--- src/rtl/cpu_mem_pkg.sv ---
// rtl/cpu_mem_pkg.sv - shared memory-path widths and port-select enum
package cpu_mem_pkg;

  localparam int ADDR_W = 10;
  localparam int DATA_W = 32;

  typedef enum logic {
    PORT_I = 1'b0,
    PORT_D = 1'b1
  } port_e;

endpackage

--- src/rtl/mem_arbiter_if.sv ---
// rtl/mem_arbiter_if.sv - request/grant/response bundle for one memory requester
interface mem_arbiter_if #(
  parameter int ADDR_W = cpu_mem_pkg::ADDR_W,
  parameter int DATA_W = cpu_mem_pkg::DATA_W
);

  logic              req;
  logic              we;
  logic [ADDR_W-1:0] addr;
  logic [DATA_W-1:0] wdata;
  logic              gnt;
  logic              rvalid;
  logic [DATA_W-1:0] rdata;

  modport master (
    output req, we, addr, wdata,
    input  gnt, rvalid, rdata
  );

  modport slave (
    input  req, we, addr, wdata,
    output gnt, rvalid, rdata
  );

endinterface

--- src/rtl/rr_pick2.sv ---
// rtl/rr_pick2.sv - two-way round-robin / fixed-priority one-hot picker
module rr_pick2 (
  input  logic [1:0] req,
  input  logic       last,
  input  logic       prio,
  output logic [1:0] gnt
);

  // On a conflict, prio forces req[1]; otherwise the side not granted last wins.
  always_comb begin
    gnt = req;
    if (req == 2'b11) begin
      gnt = (prio || !last) ? 2'b10 : 2'b01;
    end
  end

endmodule

--- src/rtl/mem_arbiter.sv ---
// rtl/mem_arbiter.sv - fetch/data arbiter for the shared single-port unified memory
module mem_arbiter
  import cpu_mem_pkg::port_e;
  import cpu_mem_pkg::PORT_I;
  import cpu_mem_pkg::PORT_D;
#(
  parameter int ADDR_W        = cpu_mem_pkg::ADDR_W,
  parameter int DATA_W        = cpu_mem_pkg::DATA_W,
  parameter int DATA_PRIORITY = 0
) (
  input  logic              clk,
  input  logic              reset,
  mem_arbiter_if.slave      i_port,
  mem_arbiter_if.slave      d_port,
  output logic              mem_we,
  output logic [ADDR_W-1:0] mem_addr,
  output logic [DATA_W-1:0] mem_din,
  input  logic [DATA_W-1:0] mem_dout
);

  logic [1:0]        req;
  logic [1:0]        gnt;
  port_e             last_gnt;
  logic [ADDR_W-1:0] addr_q;
  logic              i_rvalid_q;
  logic              d_rvalid_q;
  logic [DATA_W-1:0] i_rdata_q;
  logic [DATA_W-1:0] d_rdata_q;

  assign req = reset ? 2'b00 : {d_port.req, i_port.req};

  rr_pick2 u_pick (
    .req  (req),
    .last (last_gnt == PORT_D),
    .prio (DATA_PRIORITY != 0),
    .gnt  (gnt)
  );

  assign i_port.gnt    = gnt[0];
  assign d_port.gnt    = gnt[1];
  assign i_port.rvalid = i_rvalid_q;
  assign d_port.rvalid = d_rvalid_q;
  assign i_port.rdata  = i_rdata_q;
  assign d_port.rdata  = d_rdata_q;

  // Idle cycles replay the last granted address so the memory address bus stays quiet.
  assign mem_we   = gnt[1] & d_port.we;
  assign mem_addr = gnt[1] ? d_port.addr : (gnt[0] ? i_port.addr : addr_q);
  assign mem_din  = d_port.wdata;

  // Fetch port never writes.
  logic unused_fetch_wr;
  assign unused_fetch_wr = ^{i_port.we, i_port.wdata};

  always_ff @(posedge clk) begin
    if (reset) begin
      i_rvalid_q <= 1'b0;
      d_rvalid_q <= 1'b0;
      i_rdata_q  <= '0;
      d_rdata_q  <= '0;
      last_gnt   <= PORT_I;
      addr_q     <= '0;
    end else begin
      i_rvalid_q <= gnt[0];
      d_rvalid_q <= gnt[1];
      if (gnt[0]) begin
        i_rdata_q <= mem_dout;
      end
      if (gnt[1]) begin
        d_rdata_q <= d_port.we ? '0 : mem_dout;
      end
      if (|gnt) begin
        last_gnt <= gnt[1] ? PORT_D : PORT_I;
        addr_q   <= mem_addr;
      end
    end
  end

endmodule

--- src/flat_wrapper.sv ---
// flat-port wrapper written by rule: the top's interface ports become plain ports
module mem_arbiter_flat import cpu_mem_pkg::port_e; import cpu_mem_pkg::PORT_I; import cpu_mem_pkg::PORT_D;
#(
  parameter int ADDR_W        = cpu_mem_pkg::ADDR_W,
  parameter int DATA_W        = cpu_mem_pkg::DATA_W,
  parameter int DATA_PRIORITY = 0
)
  (clk, reset, mem_we, mem_addr, mem_din, mem_dout, i_port_req, i_port_we, i_port_addr, i_port_wdata, i_port_gnt, i_port_rvalid, i_port_rdata, d_port_req, d_port_we, d_port_addr, d_port_wdata, d_port_gnt, d_port_rvalid, d_port_rdata);
  mem_arbiter_if #(.ADDR_W(ADDR_W), .DATA_W(DATA_W)) i_port_i ();
  mem_arbiter_if #(.ADDR_W(ADDR_W), .DATA_W(DATA_W)) d_port_i ();
  input  logic clk;
  input  logic reset;
  output logic mem_we;
  output logic [ADDR_W-1:0] mem_addr;
  output logic [DATA_W-1:0] mem_din;
  input  logic [DATA_W-1:0] mem_dout;
  input wire logic [$bits(i_port_i.req)-1:0] i_port_req;
  input wire logic [$bits(i_port_i.we)-1:0] i_port_we;
  input wire logic [$bits(i_port_i.addr)-1:0] i_port_addr;
  input wire logic [$bits(i_port_i.wdata)-1:0] i_port_wdata;
  output wire logic [$bits(i_port_i.gnt)-1:0] i_port_gnt;
  output wire logic [$bits(i_port_i.rvalid)-1:0] i_port_rvalid;
  output wire logic [$bits(i_port_i.rdata)-1:0] i_port_rdata;
  input wire logic [$bits(d_port_i.req)-1:0] d_port_req;
  input wire logic [$bits(d_port_i.we)-1:0] d_port_we;
  input wire logic [$bits(d_port_i.addr)-1:0] d_port_addr;
  input wire logic [$bits(d_port_i.wdata)-1:0] d_port_wdata;
  output wire logic [$bits(d_port_i.gnt)-1:0] d_port_gnt;
  output wire logic [$bits(d_port_i.rvalid)-1:0] d_port_rvalid;
  output wire logic [$bits(d_port_i.rdata)-1:0] d_port_rdata;
  assign i_port_i.req = i_port_req;
  assign i_port_i.we = i_port_we;
  assign i_port_i.addr = i_port_addr;
  assign i_port_i.wdata = i_port_wdata;
  assign i_port_gnt = i_port_i.gnt;
  assign i_port_rvalid = i_port_i.rvalid;
  assign i_port_rdata = i_port_i.rdata;
  assign d_port_i.req = d_port_req;
  assign d_port_i.we = d_port_we;
  assign d_port_i.addr = d_port_addr;
  assign d_port_i.wdata = d_port_wdata;
  assign d_port_gnt = d_port_i.gnt;
  assign d_port_rvalid = d_port_i.rvalid;
  assign d_port_rdata = d_port_i.rdata;
  mem_arbiter #(.ADDR_W(ADDR_W), .DATA_W(DATA_W), .DATA_PRIORITY(DATA_PRIORITY)) u_core (.clk(clk), .reset(reset), .i_port(i_port_i), .d_port(d_port_i), .mem_we(mem_we), .mem_addr(mem_addr), .mem_din(mem_din), .mem_dout(mem_dout));
endmodule
--- config.mk ---
export PLATFORM = sky130hd
export DESIGN_NAME = mem_arbiter_flat
export DESIGN_NICKNAME = d
export VERILOG_FILES = /design/src/rtl/cpu_mem_pkg.sv /design/src/rtl/mem_arbiter_if.sv /design/src/rtl/rr_pick2.sv /design/src/rtl/mem_arbiter.sv /design/src/flat_wrapper.sv
export SDC_FILE = /design/constraint.sdc
export NUM_CORES = 1
export LEC_CHECK = 0
export ABC_AREA = 1
export CAP_MARGIN = 20
export CORE_MARGIN = 3
export CORE_UTILIZATION = 38
export CTS_BUF_LIST = sky130_fd_sc_hd__clkbuf_4 sky130_fd_sc_hd__clkbuf_8
export CTS_CLUSTER_SIZE = 10
export DETAILED_ROUTE_END_ITERATION = 10
export GPL_ROUTABILITY_DRIVEN = 0
export PLACE_DENSITY_LB_ADDON = 0.2
export SYNTH_ARGS = -nofsm -noshare
export SYNTH_HDL_FRONTEND = slang
export SYNTH_HIERARCHICAL = 1
export SYNTH_SLANG_ARGS = --single-unit
--- constraint.sdc ---
create_clock -name clk -period 2.85 [get_ports clk]
set_input_delay 0.57 -clock clk [delete_from_list [all_inputs] [get_ports clk]]
set_output_delay 0.57 -clock clk [all_outputs]
set_load 0.005 [all_outputs]
==> summary.md, run 1 <==
| Metric | Value |
|---|---|
| Final Instance Count excl. Fillers | `640` |
| Vias | `2949` |
| Number of global-route vias before repair | `roughly 2.9k` |
| Worst endpoint required time | `2280 ps` |
| Synthesis-stage register bit count | `77` |
| Final antenna-violating net count | `0` |
| Tcrit/Tclk final | `1.01` |
| Total routed wirelength | `approximately 8500 um` |
| Peak supply drop | `approximately 0.25 mV` |
| Gr ovfl total | `0` |
| DR vias/cell | `around 4.6` |
| Hold crit path type | `flip-flop to flip-flop` |
| DR DRC count | `0` |
| Share of layout cells above drive strength 1 | `0.151` |
| Pre-Repair DR Iteration Count | `5` |
| Nets@finish | `656` |
| Failing checks | `negative setup slack` |
| Syn_nets | `533` |
| Setup TNS Final | `-33.4 ps` |
| Sequential-to-total area share from yosys stat | `0.481` |
| Fillers | `approximately 760` |
| Slew headroom | `0.647` |
| Largest family of logic cells by synthesized area | `buffers and inverters` |
| RSZ-0062 raised after global routing | `true` |
| F_max | `~0.35 GHz` |
| Endpoint class of the critical path | `output pin` |
| Initial DRC count | `a little over 80` |
| Outcome | `finished with violations` |
| Clk_skew | `slightly below 10 ps` |
| First-pass GRT wire length | `around 13000 um` |
| Post-synthesis mux area share | `0` |
| WL per Instance | `~13 um` |
| LEAKAGE | `approximately 2.2 nW` |
| Synth Area in Simple Gates | `0.179` |
| Htree depth | `3` |
| Placed cells | `approximately 610` |
| Pins Over Slew Limit | `0` |
| Reg clk slew, reported paths | `roughly 70 ps` |
| Critical path class | `primary input to output pin` |
| Clock Path Buffers | `2` |
| Min setup slack post-route | `-33.4 ps` |
| Initial antenna violation count | `0` |
| IO Port Bufs | `around 140` |
| CTS Sinks | `77` |
| IO Pins | `between 200 and 250` |
| Detail Placement HPWL | `about 5800 um` |
| Worst path arrival time | `between 2000 and 2500 ps` |
| P&R area growth vs syn | `50.9%` |
| Post-synthesis instance area | `roughly 3200 um^2` |
| Critical Path Start Type | `primary input` |
| Final hold vios | `0` |
| Final setup viols | `1` |
| R2R setup slack | `~1200 ps` |
| Slew @ Worst Pin | `529 ps` |
| Num rows | `32` |
| Synth Area in Compound Gates | `0.152` |
| Die H | `~98 um` |
| Starting Density | `0.402` |
| Width of the die | `between 90 and 100 um` |
| Ant diodes | `0` |
| CTS buffer count | `9` |
| Min cycle time layout | `roughly 2900 ps` |
| Cells after Synth | `411` |
| CTS root buffer | `clkbuf_8` |
| Total of max-cap violations | `0` |
| Synthesis Warnings | `6` |
| Xor/xnor share of the synthesized area | `0` |
| Core footprint | `approximately 8000 um^2` |
| Largest net degree at the start of global routing | `47` |
| PD cells | `around 530 nW/um^2` |
| Worst-path fanout max | `5` |
| Post-synthesis cell type count | `18` |
| Die Area | `9570 um^2` |
| TritonCTS clock tree | `yes` |
| Total GRT Usage | `0.170` |
| Synthesized area per cell | `7.80 um^2` |
| Synth Area in Adders | `0` |
| Worst skew pair latency | `between 300 and 400 ps` |
==> sequential cells by signal, indices dropped and copies added, names as in the netlist <==
signal / count
u_core/i_port.rvalid: 1
u_core/d_port.rvalid: 1
u_core/addr_q: 10
u_core/d_port.rdata: 32
u_core/last_gnt: 1
u_core/i_port.rdata: 32
==> kinds of logic (layout without fill, tap and decap cells) <==
group / Yosys count / in the layout
compound gates: 97 / 97
flops: 77 / 77
other cells: 1 / 1
simple gates: 130 / 132
buf+inv: 106 / 231
==> stage by stage <==
| step | setup WS (ps) | util | hold WS [ps] | power, mW | cell area [um^2] |
|---|---|---|---|---|---|
| floorplan | 780 | - | 446 | 1.46 | 3200 |
| global placement | -266 | 0.555 | 469 | 1.72 | 4420 |
| detailed placement | -309 | 0.555 | 487 | 1.72 | 4420 |
| CTS | -41.2 | 0.590 | 509 | 2.55 | 4700 |
| global route | -107 | 0.607 | 529 | 2.69 | 4830 |
| finish | -33.4 | 0.607 | 502 | 2.54 | 4830 |
==> cell usage in the layout, fill, tap and decap left out, drive strengths merged, types with 16 or more instances in the layout <==
master	count
buf	30
inv	50
nor2	38
nand2	73
o21ai	64
clkbuf	16
dfxtp	77
nand3	21
clkdlybuf4s50	123
a21oi	33
==> layout make-up <==
cell class,count,area (um^2),share of cell area
timing repair inverter,1,7.51,0.00155
clock buffer,10,138,0.0285
clock inverter,5,58.8,0.0122
multi-input combinational,230,1160,0.241
sequential,77,1540,0.319
tap,102,128,0.0264
inverter,50,191,0.0396
timing repair buffer,165,1610,0.332
==> cell usage after synthesis (all sizes together) <==
cell    instances  share of area
nand3          21          0.042
nor2           37          0.048
nand2          72          0.088
buf            51           0.12
a21oi          33          0.052
clkbuf          5         0.0059
conb            1         0.0012
inv            50          0.059
o21ai          64           0.10
dfxtp          77           0.48
==> power breakdown <==
part	internal (mW)	switching [mW]	total, mW
clock network	0.425	0.388	0.813
logic	0.311	0.227	0.537
registers	1.16	0.0365	1.19
total	1.89	0.651	2.54
==> final timing paths <==
kind                           startpoint                 endpoint  cells past startpoint
setup / recovery               i_port_req               i_port_gnt                      9
hold / removal    u_core/d_port.rdata[13]  u_core/d_port.rdata[13]                      2
setup reg to reg          u_core/last_gnt   u_core/d_port.rdata[0]                      9
hold reg to reg   u_core/d_port.rdata[13]  u_core/d_port.rdata[13]                      2
==> worst max-delay path, cell delays in order <==
cell	delay (ps)
clkdlybuf4s50_1	470
inv_1	50
nor2_2	140
buf_4	160
nand3_4	120
nand2_8	100
buf_4	110
buf_4	100
clkdlybuf4s50_1	490
==> routing by layer <==
| metal | track usage | vias to the layer above | part of all wire |
|---|---|---|---|
| met5 | 0 | - | 0 |
| met4 | 0.0735 | 0 | 0.021 |
| met3 | 0.0629 | 23 | 0.082 |
| met2 | 0.281 | 99 | 0.48 |
| met1 | 0.198 | 1325 | 0.42 |
| li1 | - | 1502 | - |
==> what timing repair did <==
| item | CTS | global route |
|---|---|---|
| gates cloned | 2 | 2 |
| setup endpoints to repair | 13 | 11 |
| setup buffers | 6 | 7 |
| endpoints found under the hold margin | 0 | 0 |
| hold buffers | 0 | 0 |
| pin swaps | 3 | 7 |
| resized for setup | 25 | 23 |
Power figures use the tool's default switching activity.
==> inputs of run 2 (changes only) <==
==> constraint.sdc (replaced) <==
create_clock -name clk -period 3.56 [get_ports clk]
set_input_delay 0.712 -clock clk [delete_from_list [all_inputs] [get_ports clk]]
set_output_delay 0.712 -clock clk [all_outputs]
set_load 0.005 [all_outputs]
==> summary.md, run 2 (synthesis results as in run 1) <==
| Metric | Value |
|---|---|
| Outcome | `finished, final reports clean (was finished with violations)` |
| Hold crit path type | `flip-flop to flip-flop (unchanged)` |
| Worst Hold Launch | `u_core/last_gnt (was u_core/d_port.rdata[13])` |
| R2R cell count | `5 (was 9)` |
| R2R setup slack | `2050 ps (was 1230 ps)` |
| WL per Instance | `13.2 um (was 13.3 um)` |
| Nets@finish | `632 (was 656)` |
| Peak supply drop | `0.196 mV (was 0.246 mV)` |
| Worst path arrival time | `2670 ps (was 2310 ps)` |
| Final setup viols | `0 (was 1)` |
| Gr ovfl total | `0 (unchanged)` |
| Reg2reg end | `u_core/i_port.rdata[8] (was u_core/d_port.rdata[0])` |
| Worst skew pair latency | `340 ps (was 330 ps)` |
| Slowest-stage cell, CP | `clkdlybuf4s50_1 (unchanged)` |
| Crit path cell chain | `clkdlybuf4s50_1 > inv_1 > nor2_2 > nand2_2 > nand2_1 > nand2_2 > buf_12 > nor2_8 > nand2_1 > nand3_1 > clkdlybuf4s50_1 (was clkdlybuf4s50_1 > inv_1 > nor2_2 > buf_4 > nand3_4 > nand2_8 > buf_4 > buf_4 > clkdlybuf4s50_1)` |
| Crit path from | `d_port_req (was i_port_req)` |
| P&R area growth vs syn | `42.3% (was 50.9%)` |
| RSZ-0062 raised after global routing | `false (was true)` |
| Worst-path fanout max | `12 (was 5)` |
| Share of layout cells above drive strength 1 | `0.0798 (was 0.151)` |
| PD cells | `425 nW/um^2 (was 526 nW/um^2)` |
| Initial DRC count | `66 (was 81)` |
| Endpoint class of the critical path | `output pin (unchanged)` |
| Hold buffer count at cts | `0 (unchanged)` |
| Die Area | `9570 um^2 (unchanged)` |
| Crit path buffers/inverters | `4 (was 6)` |
| Setup TNS Final | `0 ps (was -33.4 ps)` |
| Pre-Repair DR Iteration Count | `6 (was 5)` |
| Core footprint | `7970 um^2 (unchanged)` |
| Detail Placement HPWL | `5880 um (was 5780 um)` |
| TritonCTS clock tree | `yes (unchanged)` |
| Most common cell after layout, fill and taps aside | `clkdlybuf4s50_1 (unchanged)` |
| Final Power | `1.94 mW (was 2.54 mW)` |
| Clock Path Buffers | `2 (unchanged)` |
| CTS Sinks | `77 (unchanged)` |
| Number of global-route vias before repair | `2832 (was 2872)` |
| Min cycle time layout | `3380 ps` |
| Critical Path Start Type | `primary input (unchanged)` |
| Die H | `97.8 um (unchanged)` |
| Critical path class | `primary input to output pin (unchanged)` |
| Final antenna-violating net count | `0 (unchanged)` |
| Width of the die | `97.8 um (unchanged)` |
| Total routed wirelength | `8110 um (was 8530 um)` |
| Initial antenna violation count | `0 (unchanged)` |
| DR DRC count | `0 (unchanged)` |
| Worst endpoint required time | `2850 ps (was 2280 ps)` |
| F_max | `0.296 GHz` |
| DR vias/cell | `4.59 (was 4.61)` |
| Reg clk slew, reported paths | `70 ps (about the same)` |
| Pins Over Slew Limit | `0 (unchanged)` |
| Num rows | `32 (unchanged)` |
| Worst hold endpoint | `u_core/last_gnt (was u_core/d_port.rdata[13])` |
| Reg2Reg Launch Point | `u_core/last_gnt (unchanged)` |
| Final hold vios | `0 (unchanged)` |
| CTS root buffer | `clkbuf_8 (unchanged)` |
| First-pass GRT wire length | `13300 um (was 13400 um)` |
| Total of max-cap violations | `0 (unchanged)` |
| IO Pins | `233 (unchanged)` |
| LEAKAGE | `1.98 nW (was 2.15 nW)` |
| Ant diodes | `0 (unchanged)` |
| Most frequent cells in the layout | `clkdlybuf4s50_1, dfxtp_1, nand2_1 (unchanged)` |
| IO Port Bufs | `135 (unchanged)` |
| Total GRT Usage | `0.168 (was 0.170)` |
| Starting Density | `0.402 (unchanged)` |
| Hold path depth | `2 (unchanged)` |
| Crit-path max cell delay | `530 ps (was 490 ps)` |
| Htree depth | `3 (unchanged)` |
| CTS buffer count | `9 (unchanged)` |
| Tcrit/Tclk final | `0.949` |
| Delay-heaviest family, CP | `buffers and inverters (unchanged)` |
| Vias | `2827 (was 2949)` |
| Clk_skew | `12.5 ps (was 9.86 ps)` |
| Largest net degree at the start of global routing | `37 (was 47)` |
==> run 2: cell types whose count changed in the layout (fill, tap and decap cells not counted), moves of 3 or more <==
cell             change
buf_4               -18
clkdlybuf4s50_1     +11
nand3_1              +7
nand3_2              -6
clkbuf_2             -5
dlygate4sd2_1        -4
nand2_1              +3
==> run 2: cell type report <==
class	instances	area, um^2
Tap cell	102	128
Clock buffer	10	138
Clock inverter	5	37.5
Multi-Input combinational cell	228	1080
Timing Repair Buffer	144	1450
Inverter	50	191
Fill cell	750	3410
Sequential cell	77	1540
==> run 2: tightest hold or removal path, cell delays in order (launching register included) <==
cell	delay [ps]
dfxtp_1	330
nand2_1	70
a21oi_1	50
==> run 2: how the worst max path moves through the flow <==
stage / endpoint / cells after the start
after detailed placement: mem_addr[7] / 10
after CTS: mem_addr[7] / 10
after global routing: mem_addr[0] / 11
after global placement: mem_addr[5] / 10
final: mem_addr[0] / 11
after floorplan: mem_addr[3] / 10
==> run 2: where the power goes <==
| group | switching, mW | total (mW) | leakage [nW] | internal, mW |
|---|---|---|---|---|
| sequential | 0.0284 | 0.955 | 0.635 | 0.926 |
| clock | 0.315 | 0.585 | 0.0843 | 0.269 |
| combinational | 0.168 | 0.397 | 1.26 | 0.229 |
==> run 2: through the flow <==
step | instances | instance area, um^2 | hold WS (ps) | util | setup slack [ps]
2_1_floorplan | 411 | 3200 | 446 | - | 1210
3_3_place_gp | 601 | 4370 | 466 | 0.548 | 116
3_5_place_dp | 601 | 4370 | 474 | 0.548 | 56.2
4_1_cts | 616 | 4540 | 484 | 0.570 | 48.5
5_1_grt | 616 | 4560 | 508 | 0.572 | 37.1
6_report | 616 | 4560 | 484 | 0.572 | 181
==> run 2: per-layer routing <==
layer  track usage  part of all wire
met5             0                 0
met3        0.0757              0.10
met2         0.282              0.47
met4        0.0714             0.019
met1         0.185              0.41
==> run 2: repair_timing <==
| item | 4_1_cts | 5_1_grt |
|---|---|---|
| gates resized for setup | 0 | 5 |
| setup endpoints to repair | 0 | 10 |
| buffers inserted | 0 | 0 |
